`src/rtl/interrupt_ack_sequencer_8259a_pkg.sv`:
```
`default_nettype none
// ============================================================================
// Module   : interrupt_ack_sequencer_8259a_pkg
// Brief    : Shared state encoding, OCW2 command codes and priority helpers
//            for the 8259A acknowledge sequencer.
// Revision : 1.0 - initial release
// ============================================================================
package interrupt_ack_sequencer_8259a_pkg;

    // Acknowledge handshake states (8086 mode, two INTA pulses)
    typedef enum logic [1:0] {
        ST_IDLE  = 2'd0,
        ST_ACK1  = 2'd1,
        ST_WAIT2 = 2'd2,
        ST_ACK2  = 2'd3
    } ack_state_t;

    // OCW2 {R, SL, EOI} command codes
    localparam logic [2:0] c_ocw2_clr_rot_aeoi = 3'b000;
    localparam logic [2:0] c_ocw2_ns_eoi       = 3'b001;
    localparam logic [2:0] c_ocw2_nop          = 3'b010;
    localparam logic [2:0] c_ocw2_s_eoi        = 3'b011;
    localparam logic [2:0] c_ocw2_set_rot_aeoi = 3'b100;
    localparam logic [2:0] c_ocw2_rot_ns_eoi   = 3'b101;
    localparam logic [2:0] c_ocw2_set_priority = 3'b110;
    localparam logic [2:0] c_ocw2_rot_s_eoi    = 3'b111;

    // One-hot to binary level number
    function automatic logic [2:0] encode_onehot(input logic [7:0] src);
        logic [2:0] result;
        result = 3'd0;
        for (int i = 0; i < 8; i++) begin
            if (src[i]) result = result | 3'(i);
        end
        return result;
    endfunction

    // Circular right rotate of an 8-bit vector
    function automatic logic [7:0] rotate_right(input logic [7:0] src, input logic [2:0] amount);
        logic [15:0] doubled;
        doubled = {src, src} >> amount;
        return doubled[7:0];
    endfunction

    // Circular left rotate of an 8-bit vector
    function automatic logic [7:0] rotate_left(input logic [7:0] src, input logic [2:0] amount);
        logic [15:0] doubled;
        doubled = {src, src} << amount;
        return doubled[15:8];
    endfunction

    // Keep only the lowest-numbered set bit (bit 0 = highest priority)
    function automatic logic [7:0] resolv_priority(input logic [7:0] src);
        return src & (~src + 8'd1);
    endfunction

endpackage
`default_nettype wire

```
`src/rtl/interrupt_ack_sequencer_8259a_in_service_priority_finder.sv`:
```
`default_nettype none
// ============================================================================
// Module   : in_service_priority_finder
// Brief    : Picks the highest-priority in-service level under the current
//            rotation; priority runs from rotate+1 (highest) to rotate.
// Revision : 1.0 - initial release
// ============================================================================
module in_service_priority_finder (
    input  logic [7:0] in_service_register,
    input  logic [2:0] priority_rotate,
    output logic [7:0] highest_level_in_service
);
    import interrupt_ack_sequencer_8259a_pkg::*;

    logic [2:0] w_shift;

    // Rotate so the highest-priority level lands on bit 0, isolate, rotate back
    assign w_shift = priority_rotate + 3'd1;
    assign highest_level_in_service =
        rotate_left(resolv_priority(rotate_right(in_service_register, w_shift)), w_shift);

endmodule
`default_nettype wire

```
`src/rtl/interrupt_ack_sequencer_8259a.sv`:
```
`default_nettype none
// ============================================================================
// Module   : interrupt_ack_sequencer_8259a
// Brief    : IRR/ISR ownership, INT generation, two-pulse INTA handshake and
//            OCW2 end-of-interrupt / rotation handling for the 8259A core.
// Revision : 1.0 - initial release
// ============================================================================
module interrupt_ack_sequencer_8259a #(
    parameter int VECTOR_BASE_WIDTH = 5
) (
    input  logic                         clock,
    input  logic                         reset_n,
    input  logic [7:0]                   ir_pins,
    input  logic                         level_or_edge_triggered,
    input  logic                         auto_eoi_config,
    input  logic [VECTOR_BASE_WIDTH-1:0] vector_base,
    input  logic                         inta_n,
    input  logic [7:0]                   resolved_interrupt,
    input  logic                         ocw2_valid,
    input  logic [2:0]                   ocw2_command,
    input  logic [2:0]                   ocw2_level,
    output logic [7:0]                   interrupt_request_register,
    output logic [7:0]                   in_service_register,
    output logic [7:0]                   highest_level_in_service,
    output logic [2:0]                   priority_rotate,
    output logic                         int_out,
    output logic [7:0]                   data_out,
    output logic                         data_out_enable
);
    import interrupt_ack_sequencer_8259a_pkg::*;

    ack_state_t r_state;
    logic       r_inta_prev;
    logic [7:0] r_ir_sync;
    logic [7:0] r_ir_prev;
    logic [7:0] r_irr;
    logic [7:0] r_isr;
    logic [7:0] r_ack_level;
    logic [2:0] r_rotate;
    logic       r_rot_aeoi;
    logic       r_spurious;
    logic       r_int;
    logic [7:0] r_data;
    logic       r_doe;

    logic       w_inta_fall;
    logic       w_inta_rise;
    logic       w_ack1_entry;
    logic       w_ack2_exit;
    logic [7:0] w_hlis;
    logic [7:0] w_isr_set;
    logic [7:0] w_aeoi_clr;
    logic [7:0] w_ocw2_clr;
    logic [7:0] w_irr_next;
    logic [2:0] w_rotate_next;
    logic       w_rot_aeoi_next;

    in_service_priority_finder u_isr_finder (
        .in_service_register      (r_isr),
        .priority_rotate          (r_rotate),
        .highest_level_in_service (w_hlis)
    );

    assign w_inta_fall  = r_inta_prev & ~inta_n;
    assign w_inta_rise  = ~r_inta_prev & inta_n;
    assign w_ack1_entry = (r_state == ST_IDLE) && w_inta_fall;
    assign w_ack2_exit  = (r_state == ST_ACK2) && w_inta_rise;

    // A spurious acknowledge has an all-zero candidate, so it sets and clears nothing
    assign w_isr_set  = w_ack1_entry ? resolved_interrupt : 8'h00;
    assign w_aeoi_clr = (w_ack2_exit && auto_eoi_config && !r_spurious) ? r_ack_level : 8'h00;

    // Edge mode needs a fresh rise to set and the pin held high to keep the request
    assign w_irr_next = level_or_edge_triggered
                      ? (r_ir_sync & ~w_isr_set)
                      : (((r_irr | (r_ir_sync & ~r_ir_prev)) & r_ir_sync) & ~w_isr_set);

    // OCW2 decode; AEOI rotation is applied first so an OCW2 rotate overrides it
    always_comb begin
        w_ocw2_clr      = 8'h00;
        w_rotate_next   = r_rotate;
        w_rot_aeoi_next = r_rot_aeoi;
        if (w_ack2_exit && auto_eoi_config && !r_spurious && r_rot_aeoi) begin
            w_rotate_next = encode_onehot(r_ack_level);
        end
        if (ocw2_valid) begin
            case (ocw2_command)
                c_ocw2_clr_rot_aeoi: w_rot_aeoi_next = 1'b0;
                c_ocw2_ns_eoi:       w_ocw2_clr = w_hlis;
                c_ocw2_nop:          ;
                c_ocw2_s_eoi:        w_ocw2_clr = 8'd1 << ocw2_level;
                c_ocw2_set_rot_aeoi: w_rot_aeoi_next = 1'b1;
                c_ocw2_rot_ns_eoi: begin
                    if (|r_isr) begin
                        w_ocw2_clr    = w_hlis;
                        w_rotate_next = encode_onehot(w_hlis);
                    end
                end
                c_ocw2_set_priority: w_rotate_next = ocw2_level;
                c_ocw2_rot_s_eoi: begin
                    w_ocw2_clr    = 8'd1 << ocw2_level;
                    w_rotate_next = ocw2_level;
                end
                default: ;
            endcase
        end
    end

    // Request/service registers, rotation and input history; ack set beats any clear
    always_ff @(posedge clock) begin
        if (!reset_n) begin
            r_inta_prev <= 1'b1;
            r_ir_sync   <= 8'h00;
            r_ir_prev   <= 8'h00;
            r_irr       <= 8'h00;
            r_isr       <= 8'h00;
            r_rotate    <= 3'b111;
            r_rot_aeoi  <= 1'b0;
        end else begin
            r_inta_prev <= inta_n;
            r_ir_sync   <= ir_pins;
            r_ir_prev   <= r_ir_sync;
            r_irr       <= w_irr_next;
            r_isr       <= (r_isr & ~(w_ocw2_clr | w_aeoi_clr)) | w_isr_set;
            r_rotate    <= w_rotate_next;
            r_rot_aeoi  <= w_rot_aeoi_next;
        end
    end

    // INTA handshake sequencer with registered INT and vector bus outputs
    always_ff @(posedge clock) begin
        if (!reset_n) begin
            r_state     <= ST_IDLE;
            r_ack_level <= 8'h80;
            r_spurious  <= 1'b0;
            r_int       <= 1'b0;
            r_data      <= 8'h00;
            r_doe       <= 1'b0;
        end else begin
            case (r_state)
                ST_IDLE: begin
                    if (w_inta_fall) begin
                        r_state <= ST_ACK1;
                        r_int   <= 1'b0;
                        if (resolved_interrupt == 8'h00) begin
                            r_ack_level <= 8'h80;
                            r_spurious  <= 1'b1;
                        end else begin
                            r_ack_level <= resolved_interrupt;
                            r_spurious  <= 1'b0;
                        end
                    end else if (|resolved_interrupt) begin
                        r_int <= 1'b1;
                    end
                end
                ST_ACK1: begin
                    if (w_inta_rise) r_state <= ST_WAIT2;
                end
                ST_WAIT2: begin
                    if (w_inta_fall) begin
                        r_state <= ST_ACK2;
                        r_data  <= {vector_base, encode_onehot(r_ack_level)};
                        r_doe   <= 1'b1;
                    end
                end
                ST_ACK2: begin
                    if (w_inta_rise) begin
                        r_state <= ST_IDLE;
                        r_doe   <= 1'b0;
                    end
                end
                default: r_state <= ST_IDLE;
            endcase
        end
    end

    assign interrupt_request_register = r_irr;
    assign in_service_register        = r_isr;
    assign highest_level_in_service   = w_hlis;
    assign priority_rotate            = r_rotate;
    assign int_out                    = r_int;
    assign data_out                   = r_data;
    assign data_out_enable            = r_doe;

endmodule
`default_nettype wire
```
`config.mk`:
```
export PLATFORM = sky130hd
export DESIGN_NAME = interrupt_ack_sequencer_8259a
export DESIGN_NICKNAME = d
export VERILOG_FILES = /design/src/rtl/interrupt_ack_sequencer_8259a_pkg.sv /design/src/rtl/interrupt_ack_sequencer_8259a_in_service_priority_finder.sv /design/src/rtl/interrupt_ack_sequencer_8259a.sv
export SDC_FILE = /design/constraint.sdc
export NUM_CORES = 1
export LEC_CHECK = 0
export BUFFER_PORTS_ARGS = -buffer_cell sky130_fd_sc_hd__clkbuf_2
export CORE_MARGIN = 2
export CORE_UTILIZATION = 59
export DETAILED_ROUTE_END_ITERATION = 6
export GPL_ROUTABILITY_DRIVEN = 1
export PLACE_DENSITY_LB_ADDON = 0.08
export SLEW_MARGIN = 25
export SYNTH_ARGS = -nofsm -noshare
export SYNTH_HDL_FRONTEND = slang
export SYNTH_SLANG_ARGS = --single-unit
```
`constraint.sdc`:
```
create_clock -name clock -period 9.3 [get_ports clock]
set_input_delay 1.86 -clock clock [delete_from_list [all_inputs] [get_ports clock]]
set_output_delay 1.86 -clock clock [all_outputs]
set_load 0.05 [all_outputs]
```
==> flow_metrics.env, run 1 <==
export IMPL_post_synth_inst_count=425
export IMPL_post_route_period_util_pct=64.8
export IMPL_max_clock_path_buffers=2
export IMPL_route_vias_total=3429
export IMPL_hold_path_startpoint="r_ir_sync[6]$_SDFF_PN0_"
export IMPL_post_route_worst_setup_slack_ps=3270
export IMPL_clk_latency_ps=330
export IMPL_rsz0062_at_grt="no"
export IMPL_synth_net_count=463
export IMPL_critPathKind="reg -> out"
export IMPL_synth_largest_area_cell="sky130_fd_sc_hd__dfxtp_1"
export IMPL_fp_coreArea_um2=5510
export IMPL_antenna_found_initial=0
export IMPL_tightest_slew_ps=890
export IMPL_setup_viol=0
export IMPL_total_grt_usage_pct=30.2
export IMPL_ys_dominant_reg_cell="sky130_fd_sc_hd__dfxtp_1"
export IMPL_final_antenna_net_count=0
export IMPL_power_share_switching_pct=50.0
export IMPL_synthesis_area_um2=3370
export IMPL_timing_clock_skew_ps=10.3
export IMPL_cts_htree_levels=3
export IMPL_r2r_cells=8
export IMPL_syn_mean_instance_area_um2=7.94
export IMPL_fp_dieArea_um2=6340
export IMPL_floorplan_io_pins=70
export IMPL_p_clk_share_pct=17.6
export IMPL_irDropWorstVdd_uv=480
export IMPL_path_clk_slew_ps=70
export IMPL_synth_area_leaders="sky130_fd_sc_hd__dfxtp_1, sky130_fd_sc_hd__nand2_1, sky130_fd_sc_hd__nor2_1"
export IMPL_grt_max_degree=52
export IMPL_drv_slew=0
export IMPL_wire_per_inst_um=17.0
export IMPL_crit_top_cell="sky130_fd_sc_hd__mux2_2"
export IMPL_wirelength_um=9410
export IMPL_final_min_clock_period_ps=6030
export IMPL_timing_critical_path_arrival_ps=4170
export IMPL_post_dp_hpwl_um=6770
export IMPL_holdPathStages=1
export IMPL_crit_path_cell_trace="ha_1 > mux2_2 > o32ai_1 > nand3_1 > o22ai_1 > mux2_2 > clkbuf_2"
export IMPL_finalWeightedCongestion=0.912
export IMPL_yosys_warnings=0
export IMPL_insertedDiodeCount=0
export IMPL_sequentialPowerShare_pct=25.6
export IMPL_critical_path_max_stage_delay_ps=840
export IMPL_post_synth_top_area_fraction_pct=34.4
export IMPL_yosys_top_cells_count="sky130_fd_sc_hd__nand2_1, sky130_fd_sc_hd__dfxtp_1, sky130_fd_sc_hd__nor2_1"
export IMPL_detail_route_first_pass_iterations=5
export IMPL_ys_seq_elements=58
export IMPL_placement_rows=27
export IMPL_clockRootBuffer="sky130_fd_sc_hd__clkbuf_8"
export IMPL_post_route_drc_count=0
export IMPL_outcome="finished, final reports clean"
export IMPL_cts_hold_buf=0
export IMPL_grt_overflow_total=0
export IMPL_final_hold_viol_count=0
export IMPL_cts_buf_count=9
export IMPL_switching_component_of_the_power_mw=0.657
export IMPL_finalSetupTns_ps=0
export IMPL_resized_after_cts=0
export IMPL_clkSinkCount=58
export IMPL_die_h_um=79.6
export IMPL_grt_pass1_vias=3127
export IMPL_cp_max_fo=26
export IMPL_final_nets=518
export IMPL_minimum_setup_slack_after_placement_ps=3630
export IMPL_p_leak_nw=1.61
export IMPL_synth_edf_count=0
export IMPL_port_buffers=69
export IMPL_worstHoldPathType="reg -> reg"
export IMPL_tritoncts="done"
export IMPL_count_leader_synth="sky130_fd_sc_hd__nand2_1"
export IMPL_internal_power_mw=0.656
export IMPL_areaGrowthSynthToFinish_pct=15.4
export IMPL_drive_gt1_share_pct=21.3
export IMPL_die_x_um=79.6
export IMPL_drtIter0Drc=373
export IMPL_critical_path_reg2reg_startpoint="priority_rotate[0]$_SDFF_PN1_"
export IMPL_initial_utilization_pct=61.3
export IMPL_synth_sequential_area_ratio_pct=34.4
export IMPL_startpoint="priority_rotate[0]$_SDFF_PN1_"
export IMPL_achievable_frequency_ghz=0.166
export IMPL_slowest_cell_on_the_critical_path="sky130_fd_sc_hd__ha_1"
export IMPL_post_synth_num_cell_types=60
export IMPL_data_required_time_at_the_worst_endpoint_ps=7440
export IMPL_maxCapViolations=0
export IMPL_comb_power_share_pct=56.9
export IMPL_power_per_cell_area_nw_per_um2=337
export IMPL_cp_end_kind="primary output"
export IMPL_routed_via_density=6.18
export IMPL_first_pass_grt_wire_length_um=14800
export IMPL_start_kind="flop"
export IMPL_post_cts_buffers=0
export IMPL_worst_slew_margin_rel_pct=40.6
export IMPL_async_flop_share_pct=0
==> worst max-delay path: cells and delay by family, from the launching register on <==
kind | cells | cell delay [ps]
AND/OR/NAND/NOR | 1 | 250
AO/OA/AOI/OAI | 2 | 1050
multiplexers | 2 | 680
flip-flops | 1 | 730
adder cells (fa/ha/maj) | 1 | 840
buffers and inverters | 1 | 280
==> through the flow <==
step                      total power, mW  utilization [%]  instances  hold WS, ps  instance area [µm²]
after floorplan                     0.920                -        425          421                 3370
after global placement               1.07             67.2        541          427                 3700
after detailed placement             1.07             67.2        541          436                 3700
after CTS                            1.30             70.7        555          451                 3890
after global routing                 1.38             70.7        555          475                 3890
final                                1.31             70.7        555          448                 3890
==> cell usage in the layout, fill, tap and decap left out, drive strengths merged, types with 7 or more instances in the layout <==
cell     n
clkbuf  80
nand2   69
dfxtp   58
nor2    37
and2    21
a21oi   18
inv     17
o21ai   17
a21boi  16
nand3   10
mux2     9
a31oi    8
mux2i    8
nor3b    7
==> power groups by stage <==
stage	sequential [mW]	clock, mW	combinational, mW
after floorplan	0.368	0	0.552
after detailed placement	0.339	0	0.732
after CTS	0.334	0.234	0.736
after global placement	0.338	0	0.734
final	0.336	0.231	0.747
after global routing	0.340	0.246	0.794
==> cell type report <==
type | instances | area (µm²)
well taps | 72 | 90.1
inverters | 17 | 63.8
fillers | 437 | 1610
multi-input cells | 322 | 2020
flip-flops and latches | 58 | 1160
clock buffers | 11 | 151
repair buffers | 72 | 368
clock inverters | 3 | 40.0
==> path summary, 6_finish.rpt <==
| check | end | slack (ps) |
|---|---|---|
| worst min register to register | r_ir_prev[6]$_SDFF_PN0_ | 450 |
| worst max-delay path | highest_level_in_service[6] | 3270 |
| worst max register to register | priority_rotate[2]$_SDFF_PN1_ | 5300 |
| worst min-delay path | r_ir_prev[6]$_SDFF_PN0_ | 450 |
==> flip-flops by register name, summed over array words and instances, names as in the netlist <==
register / flops
data_out: 8
data_out_enable: 1
in_service_register: 8
int_out: 1
interrupt_request_register: 8
priority_rotate: 3
r_ack_level: 8
r_inta_prev: 1
r_ir_prev: 8
r_ir_sync: 8
r_rot_aeoi: 1
r_spurious: 1
r_state: 2
==> logic make-up after synthesis <==
group,Yosys count,synth area share [%]
AOI/OAI and AO/OA,105,21.7
xor gates and xnor gates,3,0.779
adders and majority gates,5,1.85
buffers and inverters,45,5.75
DFF,58,34.4
muxes,21,8.05
and+or+nand+nor,188,27.5
==> layer usage <==
layer | routed length (µm) | track usage (%)
met3 | 815 | 8.14
met5 | 0 | 0
met2 | 4370 | 47.6
met4 | 189 | 13.1
met1 | 4040 | 38.8
Power figures use the tool's default switching activity.
==> inputs of run 2 (changes only) <==
--- a/config.mk
+++ b/config.mk
@@ -7,7 +7,7 @@
 export LEC_CHECK = 0
 export BUFFER_PORTS_ARGS = -buffer_cell sky130_fd_sc_hd__clkbuf_2
 export CORE_MARGIN = 2
-export CORE_UTILIZATION = 59
+export CORE_UTILIZATION = 50
 export DETAILED_ROUTE_END_ITERATION = 6
 export GPL_ROUTABILITY_DRIVEN = 1
 export PLACE_DENSITY_LB_ADDON = 0.08
==> constraint.sdc (replaced) <==
create_clock -name clock -period 5.3 [get_ports clock]
set_input_delay 1.06 -clock clock [delete_from_list [all_inputs] [get_ports clock]]
set_output_delay 1.06 -clock clock [all_outputs]
set_load 0.05 [all_outputs]
==> run 2 against run 1 <==
First-iteration DRC count shrank 43%. Clock power grew 75%. Clock skew shrank 2.1 ps. Global-route usage shrank 3.9 points. Combinational power grew 78%. Die area grew 17%. Core utilization shrank 9.6 points. Largest cell class unchanged. Largest power group unchanged.
==> flow_metrics.env, run 2 (synthesized netlist as in run 1, its figures left out) <==
export IMPL_outcome="finished, final reports clean"
export IMPL_leading_cell_types_in_the_layout_fill_and_taps_excluded="sky130_fd_sc_hd__nand2_1, sky130_fd_sc_hd__clkbuf_2, sky130_fd_sc_hd__dfxtp_1"
export IMPL_crit_path_cell_trace="ha_1 > or4b_1 > a31oi_1 > a22o_1 > nor4bb_1 > a211o_1 > mux2_2 > clkbuf_2"
export IMPL_clkSinkCount=58
export IMPL_rsz0062_at_grt="no"
export IMPL_timing_critical_path_arrival_ps=3840
export IMPL_drv_slew=0
export IMPL_worstPathBufferInverterCount=1
export IMPL_cts_htree_levels=3
export IMPL_fp_coreArea_um2=6420
export IMPL_grt_pass1_vias=3142
export IMPL_achievable_frequency_ghz=0.204
export IMPL_critical_path_max_stage_delay_ps=740
export IMPL_grtUsageMet1_pct=33.7
export IMPL_detail_route_first_pass_iterations=4
export IMPL_finalSetupTns_ps=0
export IMPL_routed_via_density=6.00
export IMPL_top_usage_layer="met2"
export IMPL_data_required_time_at_the_worst_endpoint_ps=4240
export IMPL_tritoncts="done"
export IMPL_multiInputGateArea_um2=2020
export IMPL_drtIter0Drc=214
export IMPL_route_vias_total=3386
export IMPL_sum_of_internal_switching_and_leakage_power_mw=2.33
export IMPL_wirelength_um=9460
export IMPL_groute_layer_met2_usage_pct=43.1
export IMPL_worstHoldPathType="reg -> reg"
export IMPL_placed_cells=549
export IMPL_fp_dieArea_um2=7420
export IMPL_timing_reg2reg_setup_slack_ps=1690
export IMPL_final_nets=521
export IMPL_slowest_cell_on_the_critical_path="sky130_fd_sc_hd__dfxtp_1"
export IMPL_placement_rows=29
export IMPL_clk_latency_ps=340
export IMPL_finalWeightedCongestion=0.967
export IMPL_cts_buf_count=9
export IMPL_finalCoreUtilization_pct=61.1
export IMPL_cp_end_kind="primary output"
export IMPL_start_kind="flop"
export IMPL_grt_max_degree=52
export IMPL_drive_gt1_share_pct=22.0
export IMPL_die_x_um=86.1
export IMPL_critical_path_reg2reg_startpoint="priority_rotate[0]$_SDFF_PN1_"
export IMPL_worst_slew_margin_rel_pct=43.0
export IMPL_initial_utilization_pct=52.5
export IMPL_resized_after_cts=0
export IMPL_grt_overflow_total=0
export IMPL_irDropWorstVdd_uv=283
export IMPL_path_clk_slew_ps=60
export IMPL_floorplan_io_pins=70
export IMPL_post_cts_buffers=0
export IMPL_cp_max_fo=19
export IMPL_p_leak_nw=1.62
export IMPL_cts_hold_buf=0
export IMPL_met3_usage_pct=6.06
export IMPL_wire_per_inst_um=16.8
export IMPL_power_per_cell_area_nw_per_um2=593
export IMPL_timing_clock_skew_ps=8.15
export IMPL_final_antenna_net_count=0
export IMPL_holdPathStages=1
export IMPL_num_fill_cells=635
export IMPL_post_dp_hpwl_um=7070
export IMPL_r2r_cells=8
export IMPL_hold_path_startpoint="r_ir_sync[7]$_SDFF_PN0_"
export IMPL_timing_hold_worst_endpoint="r_ir_prev[7]$_SDFF_PN0_"
export IMPL_area_sequential_um2=1160
export IMPL_first_pass_grt_wire_length_um=15400
export IMPL_fin_cells=564
export IMPL_final_min_clock_period_ps=4900
export IMPL_post_route_drc_count=0
export IMPL_post_route_period_util_pct=92.5
export IMPL_port_buffers=69
export IMPL_max_clock_path_buffers=2
export IMPL_insertedDiodeCount=0
export IMPL_tightest_slew_ps=855
export IMPL_final_hold_viol_count=0
export IMPL_minimum_setup_slack_after_placement_ps=798
export IMPL_areaGrowthSynthToFinish_pct=16.3
export IMPL_path_delay_family="simple AND/OR/NAND/NOR gates"
export IMPL_die_h_um=86.1
export IMPL_regToRegEndpoint="in_service_register[7]$_SDFF_PN0_"
export IMPL_total_grt_usage_pct=26.3
export IMPL_antenna_found_initial=0
export IMPL_setup_viol=0
export IMPL_maxCapViolations=0
export IMPL_clockRootBuffer="sky130_fd_sc_hd__clkbuf_8"
export IMPL_critPathKind="reg -> out"
export IMPL_post_route_worst_setup_slack_ps=397
run 2: changes by cell type in the layout (fill, tap and decap cells not counted), sizes merged:
| cell | previous run | this run |
|---|---|---|
| clkinvlp | 0 | 2 |
| buf | 3 | 6 |
| clkbuf | 80 | 79 |
run 2: cell type report:
type | count | area share [%]
clock buffers | 10 | 3.51
clock inverters | 5 | 1.40
inverters | 17 | 1.63
multi-input cells | 322 | 51.5
flip-flops and latches | 58 | 29.6
well taps | 77 | 2.46
repair buffers | 75 | 9.95
run 2: worst max-delay path by stage:
stage / slack [ps] / from / cells past startpoint / end
4_1_cts: 430 / priority_rotate[0]$_SDFF_PN1_ / 8 / highest_level_in_service[2]
3_5_place_dp: 800 / priority_rotate[0]$_SDFF_PN1_ / 8 / highest_level_in_service[2]
6_report: 400 / priority_rotate[0]$_SDFF_PN1_ / 8 / highest_level_in_service[2]
2_1_floorplan: 840 / priority_rotate[0]$_SDFF_PN1_ / 8 / highest_level_in_service[1]
3_3_place_gp: 820 / priority_rotate[0]$_SDFF_PN1_ / 8 / highest_level_in_service[2]
5_1_grt: 170 / priority_rotate[0]$_SDFF_PN1_ / 8 / highest_level_in_service[2]
run 2: routing by layer:
metal / wire length [µm] / up-vias
met1: 4180 / 1612
met5: 0 / -
met4: 226 / 0
met2: 4560 / 107
li1: - / 1645
met3: 488 / 22
run 2: worst reg2reg max path, cell delays in order, from the launching register on:
cell	delay [ps]
sky130_fd_sc_hd__dfxtp_1	740
sky130_fd_sc_hd__ha_1	560
sky130_fd_sc_hd__or4b_1	560
sky130_fd_sc_hd__a31oi_1	180
sky130_fd_sc_hd__a22o_1	430
sky130_fd_sc_hd__nand4_1	200
sky130_fd_sc_hd__a221o_1	430
sky130_fd_sc_hd__o211ai_1	280
sky130_fd_sc_hd__a21boi_1	100
run 2: per-stage QoR:
stage | hold WS (ps) | cell area [µm²]
6_report | 455 | 3920
5_1_grt | 477 | 3920
4_1_cts | 458 | 3920
3_5_place_dp | 438 | 3730
3_3_place_gp | 432 | 3730
2_1_floorplan | 421 | 3370
run 2: where the power goes:
group / internal, mW / leakage [nW] / switching (mW)
registers: 0.486 / 0.477 / 0.101
logic: 0.450 / 1.05 / 0.884
clock network: 0.225 / 0.0941 / 0.180
total: 1.16 / 1.62 / 1.16
==> inputs of run 3 (changes only) <==
==> constraint.sdc (replaced) <==
create_clock -name clock -period 5.3 [get_ports clock]
set_input_delay 0.53 -clock clock [delete_from_list [all_inputs] [get_ports clock]]
set_output_delay 0.53 -clock clock [all_outputs]
set_load 0.05 [all_outputs]
==> run 3 against run 2 <==
Die area stayed put. Clock skew is 1.6 ps higher. Clock-buffer cell count stayed put. Fmax is 4.7% higher. Critical path depth stayed put. Sequential share of layout area is 0.28 points higher. First-iteration DRC count is 2.8% lower. Worst setup slack better by 220 ps. Core utilization is 0.57 points lower. Critical endpoint is now highest_level_in_service[6].
==> flow_metrics.env, run 3 (synthesized netlist as in run 1, its figures left out) <==
export IMPL_maxCapViolations=0
export IMPL_fp_dieArea_um2=7420
export IMPL_tritoncts="done"
export IMPL_sum_of_internal_switching_and_leakage_power_mw=2.27
export IMPL_final_nets=518
export IMPL_final_antenna_net_count=0
export IMPL_routed_via_density=6.06
export IMPL_fp_coreArea_um2=6420
export IMPL_wirelength_um=9530
export IMPL_multiInputGateArea_um2=2020
export IMPL_path_clk_slew_ps=80
export IMPL_drive_gt1_share_pct=21.6
export IMPL_tightest_slew_ps=873
export IMPL_rsz0062_at_grt="no"
export IMPL_worstHoldPathType="in -> reg"
export IMPL_die_x_um=86.1
export IMPL_grt_overflow_total=0
export IMPL_irDropWorstVdd_uv=393
export IMPL_cts_buf_count=9
export IMPL_post_route_period_util_pct=88.4
export IMPL_grt_pass1_vias=3164
export IMPL_timing_reg2reg_setup_slack_ps=1320
export IMPL_first_pass_grt_wire_length_um=15400
export IMPL_grt_max_degree=52
export IMPL_cp_end_kind="primary output"
export IMPL_placement_rows=29
export IMPL_holdPathStages=2
export IMPL_finalCoreUtilization_pct=60.5
export IMPL_outcome="finished, final reports clean"
export IMPL_drv_slew=0
export IMPL_post_cts_buffers=0
export IMPL_p_leak_nw=1.60
export IMPL_setup_viol=0
export IMPL_finalSetupTns_ps=0
export IMPL_final_hold_viol_count=0
export IMPL_cp_max_fo=26
export IMPL_timing_clock_skew_ps=9.75
export IMPL_die_h_um=86.1
export IMPL_post_route_worst_setup_slack_ps=615
export IMPL_detail_route_first_pass_iterations=6
export IMPL_leading_cell_types_in_the_layout_fill_and_taps_excluded="sky130_fd_sc_hd__nand2_1, sky130_fd_sc_hd__clkbuf_2, sky130_fd_sc_hd__dfxtp_1"
export IMPL_num_fill_cells=611
export IMPL_data_required_time_at_the_worst_endpoint_ps=4770
export IMPL_clkSinkCount=58
export IMPL_cts_htree_levels=3
export IMPL_power_per_cell_area_nw_per_um2=584
export IMPL_post_route_drc_count=0
export IMPL_achievable_frequency_ghz=0.213
export IMPL_minimum_setup_slack_after_placement_ps=1030
export IMPL_antenna_found_initial=0
export IMPL_placed_cell_area_um2=3710
export IMPL_max_clock_path_buffers=2
export IMPL_start_kind="flop"
export IMPL_finalWeightedCongestion=0.940
export IMPL_drtIter0Drc=208
export IMPL_hold_ws_ps=395
export IMPL_critPathKind="reg -> out"
export IMPL_wire_per_inst_um=17.0
export IMPL_final_min_clock_period_ps=4680
export IMPL_cts_hold_buf=0
export IMPL_fin_cells=562
export IMPL_port_buffers=69
export IMPL_resized_after_cts=0
export IMPL_total_grt_usage_pct=26.5
export IMPL_timing_critical_path_arrival_ps=4150
export IMPL_placed_cells=546
export IMPL_insertedDiodeCount=0
export IMPL_floorplan_io_pins=70
export IMPL_areaGrowthSynthToFinish_pct=15.2
export IMPL_initial_utilization_pct=52.5
export IMPL_worst_slew_margin_rel_pct=41.8
export IMPL_clk_latency_ps=330
export IMPL_r2r_cells=8
export IMPL_clockRootBuffer="sky130_fd_sc_hd__clkbuf_8"
export IMPL_post_dp_hpwl_um=6870
export IMPL_area_sequential_um2=1160
export IMPL_route_vias_total=3408
export IMPL_finish_instance_area_um2=3890
-- run 3: cell count changes in the layout (fill, tap and decap cells not counted), sizes merged --
cell | previous run | this run
buf | 6 | 3
inv | 17 | 18
bufinv | 1 | 0
clkinvlp | 2 | 3
-- run 3: final timing paths --
check                           startpoint                             to
max reg2reg  priority_rotate[0]$_SDFF_PN1_  priority_rotate[2]$_SDFF_PN1_
min reg2reg        r_ir_sync[6]$_SDFF_PN0_        r_ir_prev[6]$_SDFF_PN0_
max          priority_rotate[0]$_SDFF_PN1_    highest_level_in_service[6]
min                             ir_pins[1]        r_ir_sync[1]$_SDFF_PN0_
-- run 3: cell type report --
type | count | share of cell area (%)
Multi-Input combinational cell | 322 | 51.9
Sequential cell | 58 | 29.9
Timing Repair Buffer | 72 | 9.47
Clock buffer | 10 | 3.54
Tap cell | 77 | 2.48
Inverter | 17 | 1.64
Clock inverter | 6 | 1.06
-- run 3: worst max-delay path, cell delays in order (launching register included) --
cell and delay [ps]:
sky130_fd_sc_hd__dfxtp_1 730, sky130_fd_sc_hd__ha_1 820, sky130_fd_sc_hd__inv_1 410, sky130_fd_sc_hd__o31ai_1 360
sky130_fd_sc_hd__a22o_1 460, sky130_fd_sc_hd__nand3_1 210, sky130_fd_sc_hd__o22ai_1 300, sky130_fd_sc_hd__mux2_2 250
sky130_fd_sc_hd__clkbuf_2 280
-- run 3: layer usage --
metal	up-vias	routed length (µm)	GRT usage (%)
li1	1628	-	-
met3	30	654	5.87
met4	0	304	14.4
met2	148	4430	40.9
met5	-	0	0
met1	1602	4140	34.3
-- run 3: power by group --
group / total (mW) / switching [mW] / leakage (nW) / internal [mW]
clock network: 0.372 / 0.190 / 0.0847 / 0.182
logic: 1.31 / 0.879 / 1.04 / 0.430
registers: 0.589 / 0.104 / 0.477 / 0.486
